[src/rtl/mux4_rr_arb.sv]
// Round-robin arbiter/sequencer for a 4->1 single-bit mux with valid/ready output.
// Define MUX4_RR_ARB_FIXED_PRIO_EN for fixed priority (index 0 highest) instead of round-robin.

module mux4 (
  input  logic [3:0] d_i,
  input  logic [1:0] sel_i,
  output logic       z_o
);
  assign z_o = d_i[sel_i];
endmodule

module mux4_rr_arb #(
  parameter int unsigned BURST = 4
) (
  input  logic       clk,
  input  logic       rst_n,
  input  logic [3:0] req,
  input  logic [3:0] d,
  input  logic       ready,
  output logic [3:0] gnt,
  output logic [1:0] sel,
  output logic       valid,
  output logic       z
);

  localparam int unsigned CntW = (BURST > 1) ? $clog2(BURST) : 1;
  localparam logic [CntW-1:0] CntMax = CntW'(BURST - 1);

  typedef enum logic {StIdle, StBusy} state_e;

  state_e          state_q, state_d;
  logic [1:0]      own_q, own_d;
  logic [CntW-1:0] cnt_q, cnt_d;
  logic [1:0]      scan_base;
  logic [3:0]      req_rest;
  logic            xfer, burst_done, rel, grant;

  // First set bit of r, scanning base, base+1, base+2, base+3 (mod 4).
  function automatic logic [1:0] pick(input logic [3:0] r, input logic [1:0] base);
    logic [1:0] idx;
    pick = base;
    for (int k = 3; k >= 0; k--) begin
      idx = base + 2'(k);
      if (r[idx]) pick = idx;
    end
  endfunction

`ifdef MUX4_RR_ARB_FIXED_PRIO_EN
  assign scan_base = 2'd0;
`else
  logic [1:0] last_q, last_d;
  assign scan_base = last_q + 2'd1;
`endif

  assign req_rest   = req & ~(4'b0001 << own_q);
  assign valid      = (state_q == StBusy) && req[own_q];
  assign xfer       = valid && ready;
  assign burst_done = xfer && (cnt_q == CntMax);
  assign rel        = !req[own_q] || burst_done;

  always_comb begin
    state_d = state_q;
    own_d   = own_q;
    cnt_d   = cnt_q;
    grant   = 1'b0;
    unique case (state_q)
      StIdle: begin
        if (req != 4'b0000) begin
          state_d = StBusy;
          own_d   = pick(req, scan_base);
          cnt_d   = '0;
          grant   = 1'b1;
        end
      end
      StBusy: begin
        if (rel) begin
          cnt_d = '0;
          if (req_rest != 4'b0000) begin
            own_d = pick(req_rest, scan_base);
            grant = 1'b1;
          end else if (burst_done && req[own_q]) begin
            // Sole requester hit the burst limit: re-grant without a bubble.
            grant = 1'b1;
          end else begin
            state_d = StIdle;
          end
        end else if (xfer) begin
          cnt_d = cnt_q + 1'b1;
        end
      end
      default: state_d = StIdle;
    endcase
  end

`ifndef MUX4_RR_ARB_FIXED_PRIO_EN
  assign last_d = grant ? own_d : last_q;

  always_ff @(posedge clk or negedge rst_n) begin
    if (!rst_n) last_q <= 2'd3;
    else        last_q <= last_d;
  end
`else
  logic unused_grant;
  assign unused_grant = grant;
`endif

  always_ff @(posedge clk or negedge rst_n) begin
    if (!rst_n) begin
      state_q <= StIdle;
      own_q   <= 2'd0;
      cnt_q   <= '0;
    end else begin
      state_q <= state_d;
      own_q   <= own_d;
      cnt_q   <= cnt_d;
    end
  end

  assign gnt = (state_q == StBusy) ? (4'b0001 << own_q) : 4'b0000;
  assign sel = own_q;

  mux4 u_mux4 (
    .d_i   (d),
    .sel_i (own_q),
    .z_o   (z)
  );

endmodule

[config.mk]
export PLATFORM = sky130hd
export DESIGN_NAME = mux4_rr_arb
export DESIGN_NICKNAME = d
export VERILOG_FILES = /design/src/rtl/mux4_rr_arb.sv
export SDC_FILE = /design/constraint.sdc
export NUM_CORES = 1
export LEC_CHECK = 0
export CORE_AREA = 2 2 41 43
export DETAILED_ROUTE_END_ITERATION = 10
export DIE_AREA = 0 0 43 45
export DONT_BUFFER_PORTS = 1
export PLACE_DENSITY = 0.77
export SYNTH_ARGS = -nofsm -noshare
export SYNTH_HDL_FRONTEND = slang
export SYNTH_SLANG_ARGS = --single-unit
[constraint.sdc]
create_clock -name clk -period 4.3 [get_ports clk]
set_clock_uncertainty 0.15 [all_clocks]
set_input_delay 0.43 -clock clk [delete_from_list [all_inputs] [get_ports clk]]
set_output_delay 0.43 -clock clk [all_outputs]
set_load 0.005 [all_outputs]
Word-level counts from Yosys, hierarchy flattened. Cells that the tools add are included.

$add $sub $neg: 5. Magnitude comparators: 5. Equality and inequality tests: 3. Shift-type cells: 1. Muxes and demuxes: 44. Bitwise operators: 3. Reductions and logical operators: 9.

Operators with widths (number): $mux W2 (14); $bmux W1 S2 (10); $lt A2 B3 Y1 const B (5); $mux W1 (15); $pmux W2 S2 (2); $reduce_bool A4 Y1 (2); $add A2 B1 Y2 const B (3); $add A2 B2 Y2 const B (2); $and A4 B4 Y4 (1); $logic_and A1 B1 Y1 (4); $mux W4 (1); $not A4 Y4 (1); $pmux W1 S2 (2); $shl A1 B2 Y4 const A (1); $ne A3 B1 Y1 const B (1); $eq A2 B2 Y1 const B (1); $ne A2 B2 Y1 const B (1); $reduce_and A2 Y1 (1); $logic_not A1 Y1 (1); $logic_or A1 B1 Y1 (1); $not A1 Y1 (1).

Register bits after elaboration: 7. Bits of input ports: 11. Output and inout port bits: 8. Word-level logic and storage cells: 74.

Logic depth before layout (Yosys ltp). Gate-level depths: netlist of run 1.

Depth in word-level cells: 12. Depth in mapped cells: 8. Depth with buffers taken out: 6.

Cells and area by module. From an unflattened synthesis of run 1, not the netlist that was laid out.

Cells, all modules: 113. Area total of the unflattened synthesis: 892.1 µm².

Modules (own cells, without submodules): mux4_rr_arb (instances 1, cells an instance 112, area an instance 869.6 µm², seq. area each 177.7 µm²); mux4 (instances 1, cells an instance 1, area an instance 22.5 µm², seq. area each 0.0 µm²).

Worst setup path before layout of run 1. Ideal clock, no wire load.

Kind: input to register. Start: input port req[0]. End: register last_q[0]. Library setup time: 0.085 ns. Arrival time: 1.715 ns. Required time: 4.065 ns. Setup slack: 2.350 ns. Cell stages on the path: 8. Path buffers: 2. Cell sequence: buf_2 mux4_2 and2_4 buf_6 nand2_4 nand2_4 a22oi_2 o31ai_1.

Cells in the longest elaborated chain, start to end: 10. Elaborated cells on any way between the ends: 44. Those cells by class: mux: 35; bitwise: 1; reduce/logical: 8.

RTL lines: start: declaration (line 17) `input logic [3:0] req,`; $bmux W1 S2 (*) (line 56) `assign valid = (state_q == StBusy) && req[own_q];`; $mux W1 (implied by the code) (*) (line 56); $logic_and A1 B1 Y1 (*) (line 56); via valid (line 22) `output logic valid,`; $logic_and A1 B1 Y1 (*) (line 57) `assign xfer = valid && ready;`; $logic_and A1 B1 Y1 (*) (line 58) `assign burst_done = xfer && (cnt_q == CntMax);`; $logic_and A1 B1 Y1 (line 81) `end else if (burst_done && req[own_q]) begin`; $mux W1 (line 81); $mux W1 (line 78) `if (req_rest != 4'b0000) begin`; $mux W1 (line 76) `if (rel) begin`; $pmux W1 S2 (line 66) `unique case (state_q)`; end signal: assignment (line 100) `else last_q <= last_d;`; end: declaration (line 51) `logic [1:0] last_q, last_d;`.

The timed path passes the listed nets; every way through them passes the cells marked *. The select of a mux whose other input is x is not followed. A chain may end at the register's enable or synchronous reset.

Worst setup path after layout of run 1.
Start: register own_q[0], in the netlist sel[0]. End: output port valid.

Cells in the longest elaborated chain, start to end: 3.

RTL lines: start: declaration (line 32) `logic [1:0] own_q, own_d;`; start signal: assignment (line 114) `own_q <= own_d;`; $bmux W1 S2 (line 56); $mux W1 (implied by the code) (line 56); $logic_and A1 B1 Y1 (line 56); end: declaration (line 22).

No other way between the ends. The select of a mux whose other input is x is not followed.

==> flow_metrics.py, run 1 <==
metrics = {
    "cells_and_area": {
        "insertedDiodeCount": 0,
        "layout_commonest_cell": "nand2_1",
        "layout_common_cells": "13 x nand2_1, 7 x a21oi_1",
        "syn_to_final_growth_pct": -1.66,
        "drive_above_1_share": 0.183,
        "fin_nets": 117,
    },
    "power": {
        "powerDensity_nw_per_um2": 713,
        "power_leakage_nw": 0.336,
        "ir_drop_mv": 0.499,
    },
    "critical_path": {
        "worst-setup-path-type": "reg2out",
        "crit_required_ns": 3.72,
        "timing.rr.start": "sel[0]",
        "crit_buf_inv": 0,
        "critPathLaunch": "sel[0]",
        "cpPeakStageDelay_ns": 0.72,
        "path_cells": "mux4_2 > and2_4",
        "crit_family": "flip-flops",
        "worstPathArrival_ns": 1.82,
        "worst_path_max_delay_cell": "dfrtp_1",
        "startpoint_type": "flip-flop",
        "end_kind": "output port",
        "crit_fanout": 17,
    },
    "clock_network": {
        "cts.sinks": 7,
        "cts.clk_slew.worst_paths_ns": 0.05,
        "cts_root_buf": "clkbuf_4",
        "clk-insertion-delay-late_ns": 0.26,
        "cts_htree_levels": 1,
        "cts_buffer_depth": 2,
        "post_cts_buffers": 0,
        "cts-resized-gates": 0,
        "cts_hold_buffers": 1,
        "cts_tree": "yes",
        "cts_buffers": 3,
    },
    "floorplanning": {
        "pin_count": 19,
        "die_area_um2": 1940,
        "rows": 14,
        "fp.coreArea_um2": 1470,
        "die_h_um": 45,
        "initial_utilization": 0.616,
        "die_x_um": 43,
    },
    "global_routing": {
        "grt_antenna_before_repair": 0,
        "use_met1": 0.297,
        "grt_max_degree": 20,
        "grt_pass1_wl_um": 3410,
        "grt_usage": 0.233,
        "met3_usage": 0.0800,
        "grt_pass1_vias": 760,
        "grt_overflow": 0,
        "use_met2": 0.379,
        "busiest_layer": "met2",
    },
    "route": {
        "vias": 850,
        "first_pass_iters": 4,
        "antenna_left": 0,
        "vias_per_cell": 7.08,
        "drc_errors": 0,
        "wl_um": 1900,
        "wl_per_cell_um": 15.8,
        "drt-initial-drc-count": 17,
    },
    "sta": {
        "tns_ns": 0,
        "timing.fmax_ghz": 0.417,
        "setup_viol_count_final": 0,
        "worst_pin_slew_ns": 0.615,
        "fin_crit_sh": 0.558,
        "max-slew-margin-rel": 0.590,
        "drv_slew": 0,
        "rsz0062_at_grt": "false",
        "hold_viol_final": 0,
        "fin_ws_ns": 1.90,
        "min_period_ns": 2.40,
    },
    "logic_synthesis": {
        "synth_warnings": 0,
        "syn-instance-count": 112,
        "synth_nets": 124,
        "synthesis.area_um2": 906,
        "seq_area_frac_synth": 0.196,
        "synth-seq-cells": 7,
        "syn_avg_cell_area_um2": 8.09,
        "synthDistinctLibCells": 45,
    },
    "placement": {
        "place_worst_setup_slack_ns": 2.03,
        "dpl.hpwl_um": 1390,
        "io_buffers": 0,
        "place_congestion": 0.876,
    },
    "job": {
        "drv_cap": 0,
    },
    "outcome": {
        "outcome": "complete, no violations",
    },
    "hold_path": {
        "hp-start": "ready",
        "min_path_type": "in2reg",
    },
}
==> per-stage QoR <==
| stage | cells | instance area [um2] | total power [mW] | hold slack, ns | utilization |
|---|---|---|---|---|---|
| after floorplan | 112 | 906 | 0.543 | -0.0156 | - |
| after global placement | 115 | 855 | 0.562 | -0.0155 | 0.581 |
| after detailed placement | 115 | 855 | 0.573 | -0.0155 | 0.581 |
| after CTS | 120 | 891 | 0.637 | 0.259 | 0.605 |
| after global routing | 120 | 891 | 0.703 | 0.280 | 0.605 |
| final | 120 | 891 | 0.635 | 0.261 | 0.605 |
==> final timing paths <==
check | cells after the start | slack, ns | endpoint
hold / removal | 3 | 0.26 | cnt_q[0]
min in group asynchronous | 1 | 0.34 | sel[0]
hold reg to reg | 1 | 0.35 | cnt_q[0]
setup reg to reg | 5 | 2.00 | sel[1]
setup / recovery | 2 | 1.90 | valid
max in group asynchronous | 1 | 3.37 | last_q[1]
==> cells by family (layout without fill, tap and decap cells) <==
logic type | after synthesis | in the layout | share of synthesized area
compound gates | 39 | 39 | 0.308
flops | 7 | 7 | 0.196
fa+ha+maj | 1 | 1 | 0.0138
simple gates | 37 | 37 | 0.238
mux | 9 | 9 | 0.130
xor+xnor | 2 | 2 | 0.0193
buf+inv | 17 | 9 | 0.0953
==> synth_stat cells (all sizes together) <==
| master | instances | area [um2] |
|---|---|---|
| o32ai | 1 | 8.76 |
| o22ai | 2 | 12.5 |
| ha | 1 | 12.5 |
| nor2 | 5 | 18.8 |
| nor3b | 3 | 22.5 |
| nand2 | 15 | 71.3 |
| dfstp | 2 | 52.6 |
| o32a | 1 | 10.0 |
| mux2 | 2 | 22.5 |
| o21ai | 8 | 40.0 |
| a32o | 1 | 10.0 |
| o311ai | 1 | 8.76 |
| and3 | 1 | 6.26 |
| nand2b | 2 | 12.5 |
| dfrtp | 5 | 125 |
| mux4 | 2 | 45.0 |
| clkbuf | 4 | 15.0 |
| o211ai | 4 | 30.0 |
| a2bb2oi | 1 | 8.76 |
| and2 | 3 | 21.3 |
| o31ai | 1 | 7.51 |
| xnor2 | 1 | 8.76 |
| o2bb2ai | 1 | 8.76 |
| a211oi | 4 | 40.0 |
| buf | 9 | 56.3 |
| a21bo | 1 | 10.0 |
| mux2i | 5 | 50.1 |
| a21oi | 7 | 35.0 |
| a22oi | 1 | 12.5 |
| nor2b | 3 | 18.8 |
| a21boi | 1 | 7.51 |
| a31oi | 2 | 12.5 |
| a31o | 1 | 8.76 |
| xor2 | 1 | 8.76 |
| nand3 | 2 | 10.0 |
| inv | 4 | 15.0 |
| o21bai | 1 | 7.51 |
| nor4 | 2 | 25.0 |
| nor4b | 1 | 8.76 |
==> final cells by class <==
cell class / count / area [um2]
Multi-Input combinational cell: 88 / 642
Fill cell: 142 / 581
Clock buffer: 4 / 26.3
Sequential cell: 7 / 178
Timing Repair Buffer: 1 / 10.0
Tap cell: 16 / 20.0
Inverter: 4 / 15.0
==> worst register-to-register path, cell delays in order (launching register included) <==
cell and delay (ns):
dfrtp_1 0.72, mux4_2 0.63, a211oi_2 0.28, nor2b_1 0.08, a31oi_1 0.21, o21ai_1 0.11
==> state kept, by name, indices dropped and copies added, names as in the netlist <==
name     cells
cnt_q        2
state_q      1
last_q       2
sel          2
==> metal layers <==
metal / up-vias / share of wire
li1: 401 / -
met1: 403 / 0.46
met2: 41 / 0.44
met3: 5 / 0.086
met4: 0 / 0.013
met5: - / 0
==> report_power, final <==
part | internal, mW | total, mW | switching [mW]
Clock | 0.0354 | 0.0599 | 0.0245
Combinational | 0.187 | 0.370 | 0.184
Sequential | 0.103 | 0.205 | 0.102
Power figures use the tool's default switching activity.
==> inputs of run 2 (changes only) <==
Settings changed: CORE_AREA 2 2 41 43 to 2 2 44 46, DIE_AREA 0 0 43 45 to 0 0 46 48, PLACE_DENSITY 0.77 to 0.7.
Clock period 4.3 ns to 1.95 ns, I/O delays scaled along.
==> run 2 against run 1 <==
Against the previous run:
- the run now ends with setup timing left
- total power rose to 2.6 times the previous value
- global-route usage about the same
- sequential share of layout area down 2.5 points
- combinational power rose to 3.2 times the previous value
- sequential cell count unchanged
- final area up 15%
- clock power up 110%
- setup slack worse by 2.0 ns
- non-clock buffer count up 14
- register-to-register slack worse by 2.1 ns
- first-iteration DRC count up 47%
- critical path type is now reg2reg
- largest power group unchanged
==> flow_metrics.py, run 2 (synthesized netlist as in run 1, its figures left out) <==
metrics = {
    "clock_network": {
        "cts_tree": "yes",
        "cts_buffer_depth": 2,
        "cts.sinks": 7,
        "cts_root_buf": "clkbuf_4",
        "cts.clk_slew.worst_paths_ns": 0.05,
        "cts_htree_levels": 1,
        "cts_buffers": 3,
        "clk-insertion-delay-late_ns": 0.24,
    },
    "hold_path": {
        "min_path_type": "in2reg",
        "hp-start": "ready",
    },
    "cells_and_area": {
        "drive_above_1_share": 0.305,
        "final_core_util": 0.608,
        "finish.instance_area_um2": 1030,
        "insertedDiodeCount": 0,
        "layout_common_cells": "14 x buf_4, 13 x nand2_1, 7 x a21oi_1",
        "syn_to_final_growth_pct": 13.4,
        "fin_nets": 131,
        "layout_commonest_cell": "buf_4",
    },
    "placement": {
        "place_congestion": 0.902,
        "dpl.hpwl_um": 1700,
        "io_buffers": 0,
        "placed_cell_area_um2": 953,
        "place_worst_setup_slack_ns": -0.0899,
    },
    "route": {
        "vias": 898,
        "drt-initial-drc-count": 25,
        "first_pass_iters": 4,
        "vias_per_cell": 6.65,
        "drc_errors": 0,
        "antenna_left": 0,
        "wl_um": 2290,
        "wl_per_cell_um": 17.0,
    },
    "global_routing": {
        "grt_pass1_wl_um": 3590,
        "grt_usage": 0.232,
        "grt_max_degree": 14,
        "grt_pass1_vias": 773,
        "grt_antenna_before_repair": 0,
        "grt_overflow": 0,
    },
    "sta": {
        "fin_crit_sh": 1.04,
        "timing.fmax_ghz": 0.491,
        "drv_slew": 0,
        "rsz0062_at_grt": "true",
        "min_period_ns": 2.04,
        "fin_ws_ns": -0.0866,
        "worst_pin_slew_ns": 0.374,
        "tns_ns": -0.118,
        "setup_viol_count_final": 2,
        "hold_viol_final": 0,
        "max-slew-margin-rel": 0.749,
    },
    "floorplanning": {
        "die_x_um": 46,
        "die_area_um2": 2210,
        "initial_utilization": 0.536,
        "rows": 15,
        "die_h_um": 48,
        "pin_count": 19,
        "fp.coreArea_um2": 1690,
    },
    "critical_path": {
        "end_kind": "flip-flop",
        "reg2reg_slack_ns": -0.09,
        "worstPathArrival_ns": 2.00,
        "startpoint_type": "flip-flop",
        "r2r-end": "sel[0]",
        "critical_path.endpoint": "sel[0]",
        "timing.rr.start": "sel[0]",
        "critPathLaunch": "sel[0]",
        "crit_required_ns": 1.92,
        "crit_fanout": 4,
        "worstRegToRegCells": 5,
        "worst-setup-path-type": "reg2reg",
    },
    "power": {
        "powerDensity_nw_per_um2": 1590,
        "ir_drop_mv": 0.889,
        "power_mw": 1.63,
        "power_leakage_nw": 0.412,
    },
    "job": {
        "drv_cap": 0,
    },
    "outcome": {
        "outcome": "complete, but fails checks",
        "violations": "setup timing",
    },
}
-- run 2: cell count changes in the layout (fill, tap and decap cells not counted) --
cell      delta
nor4_2       -1
a211oi_2     +1
nor4b_1      -1
dfrtp_1      -1
nor4_4       +1
buf_4       +14
nor4b_4      +1
a211oi_1     -1
dfrtp_2      +1
-- run 2: timing repair --
action	CTS	global route
pin swaps	0	4
gates resized for setup	2	3
setup endpoints to repair	3	5
hold endpoints to repair	7	0
buffers inserted	0	1
hold buffers	1	0
cloned	0	0
-- run 2: stage by stage --
| step | instances | hold slack (ns) |
|---|---|---|
| finish | 135 | 0.0325 |
| global route | 135 | 0.0486 |
| CTS | 134 | 0.0287 |
| detailed placement | 129 | -0.250 |
| global placement | 129 | -0.250 |
| floorplan | 112 | -0.251 |
-- run 2: where the power goes --
part | switching (mW) | leakage, nW | internal, mW
clock | 0.0490 | 0.0150 | 0.0778
combinational | 0.606 | 0.319 | 0.569
sequential | 0.101 | 0.0784 | 0.230
total | 0.756 | 0.412 | 0.877
-- run 2: final cells by class --
type                       instances  area (um2)
multi-input combinational         88         671
sequential                         7         179
tap                               17        21.3
fill                             141         662
inverter                           4        15.0
timing repair buffer              15         115
clock buffer                       4        26.3
-- run 2: how the worst min path moves through the flow --
stage / slack (ns) / to / cells after the start
after floorplan: -0.25 / cnt_q[0] / 0
after global placement: -0.25 / cnt_q[1] / 0
after detailed placement: -0.25 / cnt_q[1] / 0
after CTS: 0.03 / cnt_q[0] / 3
after global routing: 0.05 / state_q / 2
final: 0.03 / cnt_q[0] / 3
-- run 2: critical path, cell delays in order, from the launching register on --
cell and delay [ns]:
dfrtp_1 0.40, mux4_2 0.58, a211oi_2 0.25, o211ai_1 0.17, a211oi_2 0.26, o22ai_1 0.10
-- run 2: layer usage --
layer  GRT usage  routed length (um)
met5           0                   0
met4      0.0743                   0
met3      0.0377                 182
met2       0.364                1140
met1       0.326                 973
==> inputs of run 3 (changes only) <==
--- a/config.mk
+++ b/config.mk
@@ -6,9 +6,10 @@
 export NUM_CORES = 1
 export LEC_CHECK = 0
+export ABC_AREA = 1
 export CORE_AREA = 2 2 44 46
 export DETAILED_ROUTE_END_ITERATION = 10
 export DIE_AREA = 0 0 46 48
 export DONT_BUFFER_PORTS = 1
-export PLACE_DENSITY = 0.7
+export PLACE_DENSITY = 0.69
 export SYNTH_ARGS = -nofsm -noshare
 export SYNTH_HDL_FRONTEND = slang
==> constraint.sdc (replaced) <==
create_clock -name clk -period 1.95 [get_ports clk]
set_clock_uncertainty 0.15 [all_clocks]
set_input_delay 0.4875 -clock clk [delete_from_list [all_inputs] [get_ports clk]]
set_output_delay 0.4875 -clock clk [all_outputs]
set_load 0.005 [all_outputs]
==> run 3 against run 2 <==
Against the previous run:
- the flow now finishes without violations
- sequential share of layout area fell by 0.17 points
- highest routed layer is now met4
- worst hold slack better by 0.26 ns
- non-clock buffer count is 4 lower
- critical endpoint is now last_q[0]
- final area is 1.7% higher
- critical path depth rose by 9
- global-route usage fell by 1.9 points
- first-iteration DRC count decreased by 36%
==> flow_metrics.py, run 3 <==
metrics = {
    "outcome": {
        "outcome": "complete, no violations",
    },
    "power": {
        "ir_drop_mv": 1.17,
        "power_leakage_nw": 0.602,
        "p_sw_mw": 1.10,
        "powerDensity_nw_per_um2": 1960,
        "combPwrFrac": 0.766,
        "seq_power_share": 0.173,
        "power_mw": 2.04,
        "intPower_mw": 0.947,
        "p_clk_frac": 0.061,
        "swShare": 0.536,
    },
    "placement": {
        "io_buffers": 0,
        "place_worst_setup_slack_ns": 0.0424,
        "dpl.hpwl_um": 1760,
        "placed_cell_area_um2": 936,
        "place_congestion": 0.918,
    },
    "logic_synthesis": {
        "synth-xor-area-share": 0.0282,
        "yosysMostFrequentCell": "nand2_1",
        "yosys_most_used_dff": "dfrtp_1",
        "synthDistinctLibCells": 23,
        "synth_area_leaders": "nand2_1 25%, dfrtp_1 14%, nand3_1 11%",
        "synth_nets": 169,
        "syn-instance-count": 157,
        "synthSimpleGateAreaFrac": 0.507,
        "yosys-mux-area-fraction": 0,
        "async_reset_ff_frac": 1.00,
        "synth_edf_count": 0,
        "yosysTopAreaCell": "nand2_1",
        "seq_area_frac_synth": 0.200,
        "synth_common_cells": "59 x nand2_1, 19 x nand3_1, 18 x inv_1",
        "synth_top_area_share": 0.249,
        "synth_compound_area_frac": 0.134,
        "synth_fa_ha_area_frac": 0.0141,
        "synth-seq-cells": 7,
        "syn_avg_cell_area_um2": 5.66,
        "synthesis.area_um2": 888,
        "synth_warnings": 0,
        "synth_top_family_by_area": "simple AND/OR/NAND/NOR gates",
    },
    "sta": {
        "tns_ns": 0,
        "rsz0062_at_grt": "true",
        "min_period_ns": 1.94,
        "worst_pin_slew_ns": 0.373,
        "drv_slew": 0,
        "fin_crit_sh": 0.994,
        "setup_viol_count_final": 0,
        "hold_ws_ns": 0.290,
        "fin_ws_ns": 0.0124,
        "hold_viol_final": 0,
        "timing.fmax_ghz": 0.516,
        "max-slew-margin-rel": 0.749,
    },
    "critical_path": {
        "end_kind": "flip-flop",
        "critPathLaunch": "last_q[0]",
        "critical_path.endpoint": "last_q[0]",
        "worstPathArrival_ns": 1.97,
        "timing.rr.start": "last_q[0]",
        "startpoint_type": "flip-flop",
        "reg2reg_slack_ns": 0.01,
        "worst-setup-path-type": "reg2reg",
        "worstRegToRegCells": 14,
        "crit_fanout": 6,
        "crit_required_ns": 1.98,
        "r2r-end": "last_q[0]",
    },
    "floorplanning": {
        "fp.coreArea_um2": 1690,
        "initial_utilization": 0.526,
        "pin_count": 19,
        "die_h_um": 48,
        "die_area_um2": 2210,
        "rows": 15,
        "die_x_um": 46,
    },
    "clock_network": {
        "cts_buffers": 3,
        "cts_buffer_depth": 2,
        "cts.sinks": 7,
        "cts_tree": "yes",
        "cts.clk_slew.worst_paths_ns": 0.05,
        "cts_htree_levels": 1,
        "clk-insertion-delay-late_ns": 0.24,
        "cts_root_buf": "clkbuf_4",
    },
    "cells_and_area": {
        "fin_nets": 183,
        "drive_above_1_share": 0.294,
        "layout_commonest_cell": "nand2_1",
        "layout_common_cells": "53 x nand2_1, 17 x nand3_1, 14 x inv_1",
        "finish.instance_area_um2": 1040,
        "insertedDiodeCount": 0,
        "fillers": 166,
        "syn_to_final_growth_pct": 17.6,
    },
    "route": {
        "drt-initial-drc-count": 16,
        "vias": 986,
        "drc_errors": 0,
        "wl_um": 2140,
        "first_pass_iters": 4,
        "wl_per_cell_um": 11.4,
        "antenna_left": 0,
        "vias_per_cell": 5.27,
    },
    "global_routing": {
        "grt_pass1_wl_um": 3280,
        "grt_antenna_before_repair": 0,
        "grt_usage": 0.213,
        "grt_overflow": 0,
        "grt_pass1_vias": 812,
        "grt_max_degree": 9,
    },
    "job": {
        "drv_cap": 0,
    },
    "hold_path": {
        "min_path_type": "in2reg",
    },
}
-- run 3: cell count changes in the layout (fill, tap and decap cells not counted), moves of 6 or more --
cell	change
nor2_1	+7
inv_1	+10
nand2_2	+13
nand2_1	+40
inv_2	+6
nand3_1	+15
-- run 3: layer usage --
metal | global-route usage | up-vias | routed length (um)
met2 | 0.361 | 16 | 1110
met4 | 0.120 | 0 | 10
met5 | 0 | - | 0
li1 | - | 526 | -
met1 | 0.252 | 442 | 939
met3 | 0.0415 | 2 | 80
-- run 3: through the flow --
step,instances,utilization
floorplan,157,-
global placement,178,0.554
detailed placement,178,0.554
CTS,185,0.592
global route,187,0.619
finish,187,0.619
-- run 3: worst min-delay path by stage --
stage | start | end | cells after the start
floorplan | rst_n | cnt_q[0] | 0
global placement | rst_n | sel[0] | 0
CTS | req[1] | state_q | 2
detailed placement | rst_n | sel[1] | 0
global route | req[1] | state_q | 2
finish | req[1] | state_q | 2
-- run 3: kinds of logic after synthesis --
family	Yosys count
buffers and inverters	24
xor gates and xnor gates	2
DFF	7
AOI/OAI and AO/OA	20
and+or+nand+nor	103
adders and majority gates	1
-- run 3: cell type report --
cell class | instances | area (um2) | area share
multi-input cells | 126 | 643 | 0.616
well taps | 17 | 21.3 | 0.0204
repair buffers | 11 | 88.8 | 0.0850
flip-flops and latches | 7 | 180 | 0.172
clock buffers | 4 | 26.3 | 0.0251
inverters | 22 | 85.1 | 0.0814
-- run 3: power by group through the flow --
stage                     clock, mW  combinational, mW  sequential [mW]
after floorplan                   0               1.11            0.291
after global placement            0               1.37            0.339
after detailed placement          0               1.39            0.338
after CTS                     0.131               1.46            0.354
after global routing          0.133               1.76            0.369
final                         0.124               1.57            0.353
-- run 3: worst max-delay path: stages (launching register included) --
cell     delay, ns
dfstp_2       0.61
inv_2         0.10
buf_4         0.16
nand3_1       0.09
nand2_1       0.08
nand2_1       0.09
nand3_1       0.08
nand2_1       0.09
nand2_1       0.05
nand2_1       0.08
nand3_2       0.07
nand2_2       0.07
nand2_2       0.05
nand2_1       0.05
nand2_1       0.04
-- run 3: what timing repair did --
item,in CTS,in global routing
hold buffers,1,0
endpoints found under the setup margin,1,7
buffers inserted,2,2
resized for setup,10,8
hold endpoints to repair,7,0
pin swaps,3,10
